File: src/rtl/seq_adder_pkg.sv
`default_nettype none
// ============================================================================
// Module      : seq_adder_pkg
// Description : Shared constants for the sequential chunked adder: FSM state
//               encoding and default datapath geometry.
// Revision    : 1.0 - initial release
// ============================================================================
package seq_adder_pkg;

    // Default geometry: 32-bit operands added 8 bits per cycle
    localparam int c_DEF_WIDTH = 32;
    localparam int c_DEF_CHUNK = 8;

    // FSM state encoding
    localparam logic [1:0] c_IDLE = 2'd0;
    localparam logic [1:0] c_CALC = 2'd1;
    localparam logic [1:0] c_DONE = 2'd2;

endpackage : seq_adder_pkg
`default_nettype wire

File: src/rtl/full_adder.sv
`default_nettype none
// ============================================================================
// Module      : full_adder
// Description : Single-bit full adder cell.
//               a, b, cin : addend bits and carry-in
//               sum, cout : sum bit and carry-out
// Revision    : 1.0 - initial release
// ============================================================================
module full_adder (
    input  logic a,
    input  logic b,
    input  logic cin,
    output logic sum,
    output logic cout
);

    assign sum  = a ^ b ^ cin;
    assign cout = (a & b) | (cin & (a ^ b));

endmodule : full_adder
`default_nettype wire

File: src/rtl/rca_chunk.sv
`default_nettype none
// ============================================================================
// Module      : rca_chunk
// Description : CHUNK-bit ripple-carry adder built from full_adder cells.
//               in1, in2 : slice operands
//               cin      : carry into the slice LSB
//               sum      : slice sum
//               cout     : carry out of the slice MSB
//               c_msb    : carry into the slice MSB (for signed overflow)
// Revision    : 1.0 - initial release
// ============================================================================
module rca_chunk #(
    parameter int CHUNK = 8
) (
    input  logic [CHUNK-1:0] in1,
    input  logic [CHUNK-1:0] in2,
    input  logic             cin,
    output logic [CHUNK-1:0] sum,
    output logic             cout,
    output logic             c_msb
);

    logic [CHUNK:0] w_carry;

    assign w_carry[0] = cin;

    for (genvar i = 0; i < CHUNK; i++) begin : g_bit
        full_adder u_fa (
            .a    (in1[i]),
            .b    (in2[i]),
            .cin  (w_carry[i]),
            .sum  (sum[i]),
            .cout (w_carry[i+1])
        );
    end

    assign cout  = w_carry[CHUNK];
    assign c_msb = w_carry[CHUNK-1];

endmodule : rca_chunk
`default_nettype wire

File: src/rtl/seq_chunk_adder.sv
`default_nettype none
// ============================================================================
// Module      : seq_chunk_adder
// Description : Multi-cycle WIDTH-bit adder/subtractor. One CHUNK-bit slice is
//               added per cycle through a shared ripple chain; the inter-slice
//               carry is held in a register.
//               in_valid/in_ready   : operand handshake (in1, in2, cin, sub)
//               out_valid/out_ready : result handshake (sum, cout, ovf)
//               busy                : operation in progress or result pending
// Revision    : 1.0 - initial release
// ============================================================================
module seq_chunk_adder
    import seq_adder_pkg::*;
#(
    parameter int WIDTH = c_DEF_WIDTH,
    parameter int CHUNK = c_DEF_CHUNK
) (
    input  logic             clk,
    input  logic             rst,
    input  logic             in_valid,
    output logic             in_ready,
    input  logic [WIDTH-1:0] in1,
    input  logic [WIDTH-1:0] in2,
    input  logic             cin,
    input  logic             sub,
    output logic             out_valid,
    input  logic             out_ready,
    output logic [WIDTH-1:0] sum,
    output logic             cout,
    output logic             ovf,
    output logic             busy
);

    localparam int NCH     = WIDTH / CHUNK;
    localparam int c_IDX_W = (NCH > 1) ? $clog2(NCH) : 1;
    localparam logic [c_IDX_W-1:0] c_LAST_IDX = c_IDX_W'(NCH - 1);

    if ((CHUNK < 1) || ((WIDTH % CHUNK) != 0)) begin : g_param_check
        $fatal(1, "seq_chunk_adder: WIDTH must be a positive multiple of CHUNK");
    end

    // Operands and result viewed as arrays of slices so the chunk-select
    // muxes are a plain index by r_idx.
    logic [1:0]                  r_state;
    logic [NCH-1:0][CHUNK-1:0]   r_a;
    logic [NCH-1:0][CHUNK-1:0]   r_b;
    logic [NCH-1:0][CHUNK-1:0]   r_sum;
    logic [c_IDX_W-1:0]          r_idx;
    logic                        r_carry;
    logic                        r_cout;
    logic                        r_ovf;
    logic                        r_in_ready;
    logic                        r_out_valid;
    logic                        r_busy;

    logic [CHUNK-1:0]            w_slice_sum;
    logic                        w_slice_cout;
    logic                        w_slice_cmsb;

    rca_chunk #(
        .CHUNK (CHUNK)
    ) u_rca (
        .in1   (r_a[r_idx]),
        .in2   (r_b[r_idx]),
        .cin   (r_carry),
        .sum   (w_slice_sum),
        .cout  (w_slice_cout),
        .c_msb (w_slice_cmsb)
    );

    always_ff @(posedge clk or posedge rst) begin
        if (rst) begin
            r_state     <= c_IDLE;
            r_a         <= '0;
            r_b         <= '0;
            r_sum       <= '0;
            r_idx       <= '0;
            r_carry     <= 1'b0;
            r_cout      <= 1'b0;
            r_ovf       <= 1'b0;
            r_in_ready  <= 1'b1;
            r_out_valid <= 1'b0;
            r_busy      <= 1'b0;
        end else begin
            case (r_state)
                c_IDLE: begin
                    if (in_valid) begin
                        // Subtraction is a + ~b + 1: invert b here and seed
                        // the carry with 1 so the datapath only ever adds.
                        r_a        <= in1;
                        r_b        <= sub ? ~in2 : in2;
                        r_carry    <= sub ? 1'b1 : cin;
                        r_idx      <= '0;
                        r_in_ready <= 1'b0;
                        r_busy     <= 1'b1;
                        r_state    <= c_CALC;
                    end
                end

                c_CALC: begin
                    r_sum[r_idx] <= w_slice_sum;
                    r_carry      <= w_slice_cout;
                    r_idx        <= r_idx + 1'b1;
                    if (r_idx == c_LAST_IDX) begin
                        // Top slice: its MSB is the word MSB, so its carry
                        // in/out give the word-level cout and overflow.
                        r_cout      <= w_slice_cout;
                        r_ovf       <= w_slice_cmsb ^ w_slice_cout;
                        r_out_valid <= 1'b1;
                        r_state     <= c_DONE;
                    end
                end

                c_DONE: begin
                    if (out_ready) begin
                        r_out_valid <= 1'b0;
                        r_in_ready  <= 1'b1;
                        r_busy      <= 1'b0;
                        r_state     <= c_IDLE;
                    end
                end

                default: begin
                    r_out_valid <= 1'b0;
                    r_in_ready  <= 1'b1;
                    r_busy      <= 1'b0;
                    r_state     <= c_IDLE;
                end
            endcase
        end
    end

    assign in_ready  = r_in_ready;
    assign out_valid = r_out_valid;
    assign busy      = r_busy;
    assign sum       = r_sum;
    assign cout      = r_cout;
    assign ovf       = r_ovf;

endmodule : seq_chunk_adder
`default_nettype wire

File: config.mk
export PLATFORM = sky130hd
export DESIGN_NAME = seq_chunk_adder
export DESIGN_NICKNAME = d
export VERILOG_FILES = /design/src/rtl/seq_adder_pkg.sv /design/src/rtl/full_adder.sv /design/src/rtl/rca_chunk.sv /design/src/rtl/seq_chunk_adder.sv
export SDC_FILE = /design/constraint.sdc
export NUM_CORES = 1
export LEC_CHECK = 0
export CAP_MARGIN = 15
export CORE_MARGIN = 2
export CORE_UTILIZATION = 30
export CTS_CLUSTER_DIAMETER = 200
export DETAILED_ROUTE_END_ITERATION = 10
export GPL_TIMING_DRIVEN = 0
export MAX_ROUTING_LAYER = met4
export PLACE_DENSITY = 0.57
export SYNTH_ARGS = -nofsm -noshare
export SYNTH_HDL_FRONTEND = slang
export SYNTH_SLANG_ARGS = --single-unit
export TNS_END_PERCENT = 1
File: constraint.sdc
create_clock -name clk -period 4.9 [get_ports clk]
set_input_delay 0.98 -clock clk [delete_from_list [all_inputs] [get_ports clk]]
set_output_delay 0.98 -clock clk [all_outputs]
set_load 0.02 [all_outputs]
==> results of run 1 <==
==> sequential cells by signal, indices dropped and copies added (netlist names) <==
name / flops
cout: 1
busy: 1
r_b: 32
r_carry: 1
in_ready: 1
r_state: 2
r_a: 32
ovf: 1
r_idx: 2
sum: 32
out_valid: 1
==> path summary, 6_finish.rpt <==
check | from | to | slack, ns | cells after the start
max in group asynchronous | rst | in_ready$_DFFE_PP1P_ | 3.13 | 3
hold / removal | in_ready$_DFFE_PP1P_ | in_ready$_DFFE_PP1P_ | 0.46 | 2
hold reg to reg | in_ready$_DFFE_PP1P_ | in_ready$_DFFE_PP1P_ | 0.46 | 2
setup / recovery | r_idx[0]$_DFFE_PP0P_ | sum[7]$_DFFE_PP0P_ | 0.17 | 14
min in group asynchronous | rst | sum[19]$_DFFE_PP0P_ | 1.03 | 2
setup reg to reg | r_idx[0]$_DFFE_PP0P_ | sum[7]$_DFFE_PP0P_ | 0.17 | 14
==> layout by cell type (no fill, tap or decap), types with 2 or more instances in the layout <==
master	count
dfrtp_1	105
ha_1	4
mux2_4	30
clkinv_2	2
nand2_1	15
a21oi_1	33
bufinv_16	2
mux4_1	15
mux2_2	26
nor2_1	33
buf_12	3
buf_2	6
inv_1	12
o21ai_0	10
fa_1	7
nand3b_2	4
clkdlybuf4s50_1	105
xnor2_1	32
buf_6	5
buf_4	5
buf_8	2
clkbuf_16	9
o21ai_1	3
==> cell type report <==
cell class              instances  share of cell area, %
plain buffers                  21                   3.16
clock buffers                  11                   3.58
clock inverters                 5                   1.14
inverters                      13                  0.757
multi-input cells             222                   32.1
flip-flops and latches        106                   39.1
well taps                     220                   4.06
repair buffers                107                   16.0
==> metal layers <==
layer	part of all wire [%]	GRT usage [%]	routed length [µm]	vias up
met5	0	-	0	-
met4	1.6	5.09	181	0
met3	3.3	2.68	386	16
met2	51	23.8	5930	74
met1	44	17.4	5120	1583
li1	-	-	-	1492
==> kinds of logic (layout without fill, tap and decap cells) <==
group           count (synthesis)  count (layout)  share of synthesized area, %
compound gates                 51              51                          5.31
xor+xnor                       33              33                          5.68
fa+ha+maj                      12              12                          4.13
buf+inv                        34             157                          5.04
flops                         106             106                          52.2
mux                            73              73                          23.0
simple gates                   53              53                          4.67
==> metrics by stage <==
step	instance area [µm²]	worst slack [ns]	TNS, ns	utilization [%]	hold WS, ns
final	6780	0.170	0	40.9	0.461
after global routing	6780	0.00130	0	40.9	0.489
after floorplan	5090	0.537	0	-	0.473
after CTS	6760	0.0513	0	40.8	0.464
after global placement	6410	-0.384	-39.48	38.7	0.459
after detailed placement	6440	0.0696	0	38.9	0.453
==> power by group <==
group          switching [W]  internal [W]
Combinational        0.00131       0.00144
Sequential          0.000231       0.00134
Clock               0.000312      0.000460
Total                0.00186       0.00323
==> critical path, stage by stage (launching register included) <==
cell,delay [ns]
dfrtp_1,0.38
buf_8,0.18
mux4_1,0.62
inv_1,0.10
fa_1,0.19
inv_1,0.06
fa_1,0.37
fa_1,0.39
fa_1,0.39
fa_1,0.41
fa_1,0.40
fa_1,0.42
inv_1,0.09
fa_2,0.47
o21ai_0,0.17
==> repair_timing <==
item | CTS | global route
endpoints found under the setup margin | 0 | 4
setup buffers | 0 | 1
gates resized for setup | 0 | 6
==> impl_metrics.yaml, run 1 <==
placed_design:
  portBuffers: 105
  place_hpwl_um: 8760
  gp_congestion: 0.766
  place_inst: 688
sta:
  slew_viol_final: 0
  tightest_slew_ns: 0.513
  setup_viol: 0
  hold_violations: 0
  post-route-period-util_pct: 96.5
  fin_skew_ns: 0.00893
  max_freq_ghz: 0.211
  relSlewSlack_pct: 65.8
  min_period_ns: 4.73
  rsz0062_at_grt: "no"
status:
  status: "finished, final reports clean"
detailed_routing:
  routedWlPerCell_um: 16.5
  drtAntennaViolNets: 0
  via_per_inst: 4.49
  wl_um: 11600
  drc_errors: 0
  drt-pass1-iter-count: 4
  drt_iter0_drc: 175
  routed-via-count: 3165
clock_tree:
  clk_latency_ns: 0.35
  cts_buffers: 9
  path_clk_slew_ns: 0.07
  numClockSinks: 106
  cts-root-buf: "clkbuf_16"
  cts_tree: "yes"
  cts_max_level: 3
  ctsHoldBuffers: 0
  clock_tree.buffer_depth: 2
synth:
  ys_top_cells_by_count: "dfrtp_1 (105), a21oi_1 (33), nor2_1 (33), xnor2_1 (32), mux2_4 (30)"
  synth.most_common_cell: "dfrtp_1"
  yosys_warnings: 0
  yosys.area.top_type: "dfrtp_1"
  syn-num-nets: 444
  ys_async_sr_fraction_pct: 100
  syn-mean-instance-area_um2: 14.1
  synth_ff_type: "dfrtp_1"
  synth_seq_cells: 106
  syn_inst: 362
  synth.area.top_cells: "dfrtp_1 (52%), mux2_4 (8.9%), mux4_1 (7.7%)"
  synth_cell_types: 28
  ys_seq_area_share_pct: 52.2
  syn_area_um2: 5090
  synth_edf_count: 0
  synth_top_cell_area_share_pct: 51.6
worst_setup_path:
  cp.required_ns: 5.17
  cp_max_fo: 10
  critPathArrivalTime_ns: 5.00
  critPathCaptureType: "flip-flop"
  start_kind: "flip-flop"
  crit_type: "reg2reg"
global_routing:
  grt_usage_pct: 14.3
  grt-ovfl-total: 0
  grt_antenna_before_repair: 0
  grt_max_degree: 70
  grt_pass1_vias: 3417
  grt_pass1_wl_um: 18700
floorplanning:
  core_um2: 16600
  fp-row-count: 47
  ios: 107
  die_area_um2: 18000
  die_y_um: 134
  start_util_pct: 30.7
  die_w_um: 134
final_layout:
  instances_no_fill: 705
  areaGrowthSynthToFinish_pct: 33.3
  final_nets: 562
  layout-drive-gt1-share_pct: 21.2
  fillers: 1588
  multi_input_area_um2: 2180
  antennaDiodeCount: 0
  ff_latch_area_um2: 2650
power:
  irDropWorstVdd_uv: 339
  power_density_nw_per_um2: 751
  power_w: 0.00509
  power_leakage_nw: 2.82
hold_path:
  hp-class: "reg2reg"
run:
  max_cap_violations: 0
Power figures use the tool's default switching activity.
==> run 2: changes to the inputs <==
CAP_MARGIN = 20   (was 15)
==> results of run 2 <==
Same layout as run 1: the final DEF is identical, and so are final timing and power.
==> run 3: changes to the inputs <==
SYNTH_HIERARCHICAL = 1   (was default)
==> run 3 against run 2 <==
  * Critical path depth shrank 3
  * Synthesized cell count shrank 1.7%
  * Highest routed layer unchanged
  * Cell count shrank 0.14%
  * Count of clock-buffer cells in the layout shrank 1
  * Clock skew shrank 0.0017 ns
  * Critical path type unchanged
  * Power shrank 0.24%
  * Setup slack lost 0.029 ns
  * First-iteration DRC count shrank 31%
==> impl_metrics.yaml, run 3 <==
synth:
  synth.most_common_cell: "dfrtp_1"
  synth_seq_cells: 106
  synth_ff_type: "dfrtp_1"
  synth_top_cell_area_share_pct: 53.9
  ys_async_sr_fraction_pct: 100
  synth_cell_types: 26
  ys_seq_area_share_pct: 54.4
  synth_edf_count: 0
  syn-num-nets: 438
  yosys.area.top_type: "dfrtp_1"
  ys_top_cells_by_count: "dfrtp_1 (105), mux2_2 (65), nor2_1 (36), a21oi_1 (35), xnor2_1 (33)"
  yosys_warnings: 6
  syn_inst: 356
  syn_area_um2: 4870
  synth.area.top_cells: "dfrtp_1 (54%), mux2_2 (15%), mux4_2 (7.4%)"
  syn-mean-instance-area_um2: 13.7
final_layout:
  final_nets: 565
  fin_util_pct: 41.8
  antennaDiodeCount: 0
  areaGrowthSynthToFinish_pct: 36.3
  final_cell_area_um2: 6640
  layout-drive-gt1-share_pct: 28.1
  final_cell_mix: "dfrtp_1 (105), clkdlybuf4s50_1 (105), mux2_2 (65)"
worst_setup_path:
  crit_end: "sum[23]$_DFFE_PP0P_"
  rr_worst_depth: 11
  critPathArrivalTime_ns: 4.99
  cpPeakStageDelay_ns: 0.55
  crit_start: "r_idx[0]$_DFFE_PP0P_"
  r2r_setup_slack_ns: 0.14
  cp.required_ns: 5.13
  path_cells: "buf_12 > mux4_2 > fa_2 > fa_1 > fa_2 > fa_1 > fa_1 > fa_2 > fa_2 > fa_2 > mux2_2"
  critPathCaptureType: "flip-flop"
  start_kind: "flip-flop"
  cp_max_fo: 6
  cp_num_cells: 11
  path_buf_inv: 1
  cp_top_family: "adder cells"
  cpMaxStageDelayCell: "mux4_2"
  r2r-start: "r_idx[0]$_DFFE_PP0P_"
  crit_type: "reg2reg"
  worst_path_most_repeated_cell: "fa_2"
  r2r-end: "sum[23]$_DFFE_PP0P_"
detailed_routing:
  wl_um: 11500
  top_layer: "met4"
  routed-via-count: 3135
  drt-pass1-iter-count: 4
  drt-met1-wl_um: 5200
  via_per_inst: 4.45
  drt_iter0_drc: 120
  drtAntennaViolNets: 0
  routedWlPerCell_um: 16.4
  drc_errors: 0
  wl_met2_um: 5800
  met3_length_um: 379
clock_tree:
  cts_tree: "yes"
  clock_tree.buffer_depth: 2
  cts_max_level: 3
  path_clk_slew_ns: 0.07
  cts_buffers: 9
  numClockSinks: 106
  cts-root-buf: "clkbuf_16"
  clk_latency_ns: 0.35
floorplanning:
  die_area_um2: 17300
  start_util_pct: 30.7
  core_um2: 15900
  die_w_um: 131
  ios: 107
  fp-row-count: 46
  die_y_um: 131
placed_design:
  dpl_cell_area_um2: 6230
  portBuffers: 105
  place_hpwl_um: 8630
  gp_congestion: 0.796
hold_path:
  hp-class: "reg2reg"
global_routing:
  grt_max_degree: 71
  grt_pass1_wl_um: 18800
  grt_usage_pct: 14.6
  grt_pass1_vias: 3429
  grt-ovfl-total: 0
  grt_antenna_before_repair: 0
sta:
  setup_viol: 0
  fin_skew_ns: 0.00724
  post-route-period-util_pct: 97.1
  slew_viol_final: 0
  whs_ns: 0.504
  min_period_ns: 4.76
  tightest_slew_ns: 0.490
  max_freq_ghz: 0.210
  rsz0062_at_grt: "no"
  relSlewSlack_pct: 67.4
  fin_setup_tns_ns: 0
  hold_violations: 0
run:
  max_cap_violations: 0
power:
  power_density_nw_per_um2: 764
  power_leakage_nw: 2.66
  irDropWorstVdd_uv: 291
status:
  status: "finished, final reports clean"
==> run 3: cell count changes after synthesis, moves of 7 or more <==
cell	delta
mux4_2	+15
mux2_4	-30
mux2_2	+39
o21ai_0	-9
mux4_1	-15
inv_1	-7
==> run 3: what timing repair did <==
action,CTS,global route
endpoints found under the hold margin,0,0
setup endpoints to repair,11,7
setup buffers,2,8
pin swaps,0,2
hold buffers,0,0
gates resized for setup,12,5
==> run 3: cells by family (layout without fill, tap and decap cells) <==
logic type,after synthesis,after routing,share of synthesized area (%)
simple gates,51,51,4.52
mux,82,82,22.6
fa+ha+maj,12,12,4.31
compound gates,44,44,4.80
flops,106,106,54.4
xor+xnor,33,33,5.93
buf+inv,28,160,3.39
==> run 3: metrics by stage <==
stage          instances  total power [W]  setup WS (ns)
4_1_cts              696          0.00506        0.00766
3_5_place_dp         678          0.00426         -0.496
3_3_place_gp         677          0.00416         -0.445
2_1_floorplan        356          0.00331          0.141
6_report             704          0.00508          0.141
5_1_grt              704          0.00548         0.0248
==> run 3: worst min path at each step <==
stage / start / to / cells after the start
2_1_floorplan: r_a[10]$_DFFE_PP0P_ / r_a[10]$_DFFE_PP0P_ / 1
3_3_place_gp: r_a[28]$_DFFE_PP0P_ / r_a[28]$_DFFE_PP0P_ / 1
3_5_place_dp: r_a[0]$_DFFE_PP0P_ / r_a[0]$_DFFE_PP0P_ / 1
4_1_cts: r_a[7]$_DFFE_PP0P_ / r_a[7]$_DFFE_PP0P_ / 1
5_1_grt: r_a[23]$_DFFE_PP0P_ / r_a[23]$_DFFE_PP0P_ / 1
6_report: r_a[7]$_DFFE_PP0P_ / r_a[7]$_DFFE_PP0P_ / 1
==> run 3: power breakdown <==
| group | internal [W] | switching (W) | total (W) |
|---|---|---|---|
| logic | 0.00150 | 0.00130 | 0.00280 |
| clock network | 0.000393 | 0.000312 | 0.000705 |
| registers | 0.00134 | 0.000229 | 0.00157 |
| total | 0.00323 | 0.00184 | 0.00508 |
==> run 3: cell type report <==
| type | count | area [µm²] |
|---|---|---|
| Inverter | 6 | 25.0 |
| Multi-Input combinational cell | 222 | 2070 |
| Timing Repair Buffer | 116 | 1150 |
| Clock inverter | 6 | 57.6 |
| Clock buffer | 10 | 229 |
| Sequential cell | 106 | 2650 |
| Tap cell | 216 | 270 |
| Fill cell | 1530 | 9240 |
| Buffer | 22 | 186 |
==> run 3: routing by layer <==
metal	track usage, %	vias to the layer above
li1	-	1484
met1	18.1	1557
met2	24.0	82
met3	2.20	12
met4	5.98	0
met5	-	-
==> run 3: worst reg2reg max path: stages, from the launching register on <==
cell and delay (ns):
dfrtp_1 0.40, buf_12 0.14, mux4_2 0.55, fa_2 0.39, fa_1 0.40, fa_2 0.37
fa_1 0.38, fa_1 0.39, fa_2 0.38, fa_2 0.43, fa_2 0.53, mux2_2 0.28
==> patch 1 (flow settings as in run 2) <==
Put one more register stage on the output `ovf`. The value now appears one clock later. The other outputs are not delayed to match.
--- a/src/rtl/seq_chunk_adder.sv
+++ b/src/rtl/seq_chunk_adder.sv
@@ -136,5 +136,7 @@
     assign sum       = r_sum;
     assign cout      = r_cout;
-    assign ovf       = r_ovf;
+    always_ff @(posedge clk) begin
+        ovf <= r_ovf;
+    end
 
 endmodule : seq_chunk_adder
Behaviour: not the same (a bounded check fails within 10 cycles, from zero or initial values and one cycle with rst high).
==> patch 1 against run 2 <==
- routed wire length rose by 1.8%
- critical path depth did not move
- worst setup slack got worse by 0.028 ns
- area after synthesis rose by 0.39%
- design area fell by 0.39%
- power fell by 2.0%
- count of clock-buffer cells in the layout fell by 2
- sequential cell count rose by 1
==> patch 1: results <==
route:
  dr_total_vias: 3174
  dr_wl_met2_um: 5814
  drt_iter0_drc: 125
  avgRoutedWirePerCell_um: 16.75
  dr_wl_met3_um: 383
final_layout:
  multi_input_area_share_pct: 32.23
  buffer_area_share_pct: 19.21
  fin_nets: 563
  design.seq.count: 107
  final-seq-area_um2: 2674
  clk_share_pct: 4.131
  nFillCells: 1569
pwr:
  vdd_drop_max_mv: 0.3949
  p_leak_nw: 2.806
min_path:
  whs_path_depth: 0
  worstHoldStart: "r_ovf$_DFFE_PP0P_"
  whs_endpoint: "ovf$_DFF_P_"
place:
  dp_hpwl_um: 8891
  numPlacedInstances: 689
  gp_congestion: 0.7960
outcome:
  status: "completed"
worst_setup_path:
  cp_slowest_stage_delay_ns: 0.58
  crit_end: "sum[15]$_DFFE_PP0P_"
  reg2reg_slack_ns: 0.14
sta:
  finalClockSkew_ns: 0.007605
yosys:
  syn_inst: 363
  synthArstFlopShare_pct: 99.07
  ys_top_cells_by_area: "dfrtp_1 (51%), mux2_4 (8.8%), mux4_1 (7.7%), mux2_2 (5.7%), xnor2_1 (5.5%)"
  ys_seq_area_share_pct: 52.35
  ys_types: 29
global_route:
  grt_usage_pct: 14.18
  grt_start_max_net_pins: 55
  first_global_vias: 3415
  met1_usage_pct: 18.07
  use_met2_pct: 22.93
-- patch 1: power by group through the flow --
stage	clock, W	combinational (W)	sequential (W)
global placement	0	0.00270	0.00158
global route	0.000746	0.00298	0.00164
detailed placement	0	0.00278	0.00160
CTS	0.000711	0.00278	0.00159
floorplan	0	0.00167	0.00172
finish	0.000685	0.00272	0.00158
-- patch 1: per-stage QoR --
stage / hold slack [ns] / total power, W / cell area (µm²) / setup slack (ns) / utilization (%)
2_1_floorplan: 0.3470 / 0.003384 / 5107 / 0.5368 / -
3_3_place_gp: 0.3588 / 0.004281 / 6434 / -0.3760 / 38.66
3_5_place_dp: 0.3555 / 0.004378 / 6464 / 0.04872 / 38.84
4_1_cts: 0.3720 / 0.005080 / 6743 / 0.02644 / 40.52
5_1_grt: 0.3978 / 0.005358 / 6754 / -0.03849 / 40.58
6_report: 0.3682 / 0.004987 / 6754 / 0.1420 / 40.58
-- patch 1: cells by family (layout without fill, tap and decap cells) --
group / Yosys count / in the layout / share of synthesized area (%)
AO/OA/AOI/OAI: 51 / 51 / 5.292
XOR/XNOR: 33 / 33 / 5.659
adder cells (fa/ha/maj): 12 / 12 / 4.116
buffers and inverters: 34 / 157 / 5.022
flip-flops: 107 / 107 / 52.35
multiplexers: 73 / 73 / 22.91
AND/OR/NAND/NOR: 53 / 53 / 4.654
-- patch 1: what timing repair did --
| item | 4_1_cts | 5_1_grt |
|---|---|---|
| gates resized for setup | 0 | 2 |
| endpoints found under the hold margin | 0 | 0 |
| setup endpoints to repair | 0 | 4 |
| setup buffers | 0 | 1 |
-- patch 1: worst reg2reg max path, delay by kind of cell (launching register included) --
family,cells,cell delay [ns]
adders and majority gates,8,3.05
muxes,1,0.59
buffers and inverters,4,0.45
DFF,1,0.40
AOI/OAI and AO/OA,1,0.20
==> patch 2 (flow settings as in run 2) <==
Without the edit above. The package constant `c_DEF_CHUNK` goes from 8 to 16.
--- a/src/rtl/seq_adder_pkg.sv
+++ b/src/rtl/seq_adder_pkg.sv
@@ -10,5 +10,5 @@
     // Default geometry: 32-bit operands added 8 bits per cycle
     localparam int c_DEF_WIDTH = 32;
-    localparam int c_DEF_CHUNK = 8;
+    localparam int c_DEF_CHUNK = 16;
 
     // FSM state encoding
Behaviour: not the same (a bounded check fails within 4 cycles, from zero or initial values and one cycle with rst high).
==> patch 2 against run 2 <==
- the flow now finishes with violations (negative setup slack)
- power is 1.6% higher
- routed wire length up 3.0%
- via count fell by 0.79%
- design area shrank 1.5%
- clock power fell by 12%
- sequential cell count down 1
- worst setup slack worse by 2.2 ns
- area after synthesis fell by 2.4%
- critical path type unchanged
- highest routed layer unchanged
==> patch 2: results <==
worst_setup_path:
  r2r-start: "r_idx$_DFFE_PP0P_"
  r2r_cells: 23
  crit_fanout: 10
  crit_path_top_delay_cell: "fa_2"
  r2r-end: "sum[31]$_DFFE_PP0P_"
  cp_slowest_stage_delay_ns: 0.46
min_path:
  worstHoldStart: "sum[25]$_DFFE_PP0P_"
  hold_path.class: "flip-flop to flip-flop"
  whs_endpoint: "sum[25]$_DFFE_PP0P_"
outcome:
  violations: "negative setup slack"
  status: "finished, violations left"
yosys:
  ys_types: 23
  yosysWarnings: 0
  syn_inst: 374
  synthArstFlopShare_pct: 100.0
  synth_xor_area_share_pct: 5.820
  synthAdderAreaFrac_pct: 6.450
  ys_top_cells_by_area: "dfrtp_1 (52%), mux2_2 (16%), fa_1 (6.4%), xnor2_1 (5.6%), mux2_4 (4.2%)"
  syn_nets: 460
  ys_seq_area_share_pct: 52.94
  synth_mux_area_share_pct: 21.82
  synth-compound-area-share_pct: 4.913
  synth_commonest_cells: "dfrtp_1 (104), mux2_2 (72), a21oi_1 (35), nor2_1 (35), xnor2_1 (32)"
global_route:
  first_global_vias: 3497
  grt_usage_pct: 15.07
  grt_start_max_net_pins: 71
  antenna_found_initial: 0
  grt_pass1_wl_um: 19580
route:
  totalWireLength_um: 11970
  drt_iter0_drc: 154
  dr_total_vias: 3140
  viasPerCell: 4.373
pwr:
  p_leak_nw: 2.701
  switching_share_pct: 36.79
  vdd_drop_max_mv: 0.2175
sta:
  finalClockSkew_ns: 0.003732
  hold_ws_ns: 0.4783
  setup_viol_count_final: 17
  worst_pin_slew_ns: 0.4761
  setup_ws_ns: -2.010
  finalSetupTns_ns: -19.68
final_layout:
  drive_above_1_share_pct: 29.72
  fin_nets: 580
  nFillCells: 1530
  antenna_cells: 0
cts:
  clk_pin_slew_worst_paths_ns: 0.06
  post_cts_buffers: 3
  clock_latency_ns: 0.35
  cts_buffer_depth: 2
  cts_resized: 11
place:
  numPlacedInstances: 700
  post-place-ws_ns: -2.266
  gp_congestion: 0.7914
  dp_hpwl_um: 9242
==> patch 2: changes by cell type after synthesis, sizes merged, moves of 4 or more <==
cell   before  now
fa          8   16
ha          4    0
inv        13    5
mux2       56   88
mux4       16    0
nand2      15   11
==> patch 2: layer usage <==
metal	track usage [%]	wire length, µm	share of wire [%]
met2	23.32	5759	48
met3	2.490	393	3.3
met1	19.94	5603	47
met4	5.735	213	1.8
met5	-	0	0
==> patch 2: cell type report <==
| cell class | count | area [µm²] | area share (%) |
|---|---|---|---|
| Clock buffer | 13 | 260.3 | 3.897 |
| Tap cell | 220 | 275.3 | 4.121 |
| Clock inverter | 2 | 13.76 | 0.2061 |
| Multi-Input combinational cell | 240 | 2203 | 32.99 |
| Sequential cell | 105 | 2629 | 39.36 |
| Timing Repair Buffer | 109 | 1101 | 16.49 |
| Buffer | 24 | 175.2 | 2.623 |
| Inverter | 5 | 21.27 | 0.3185 |
==> patch 2: stage by stage <==
stage	cell area, µm²	power [W]
after floorplan	5006	0.003460
after global placement	6332	0.004374
after detailed placement	6362	0.004492
after CTS	6679	0.005261
after global routing	6679	0.005589
final	6679	0.005174
==> patch 2: cells by family (layout without fill, tap and decap cells) <==
group	count (synthesis)	after routing
compound gates	48	48
xor+xnor	33	33
fa+ha+maj	16	16
buf+inv	29	153
flops	105	105
mux	92	92
simple gates	51	51
==> patch 2: power by group through the flow <==
stage          logic [W]  registers [W]  clock network, W
6_report         0.00294        0.00155          0.000679
5_1_grt          0.00324        0.00161          0.000739
4_1_cts          0.00300        0.00156          0.000698
3_5_place_dp     0.00292        0.00157                 0
3_3_place_gp     0.00283        0.00155                 0
2_1_floorplan    0.00176        0.00170                 0
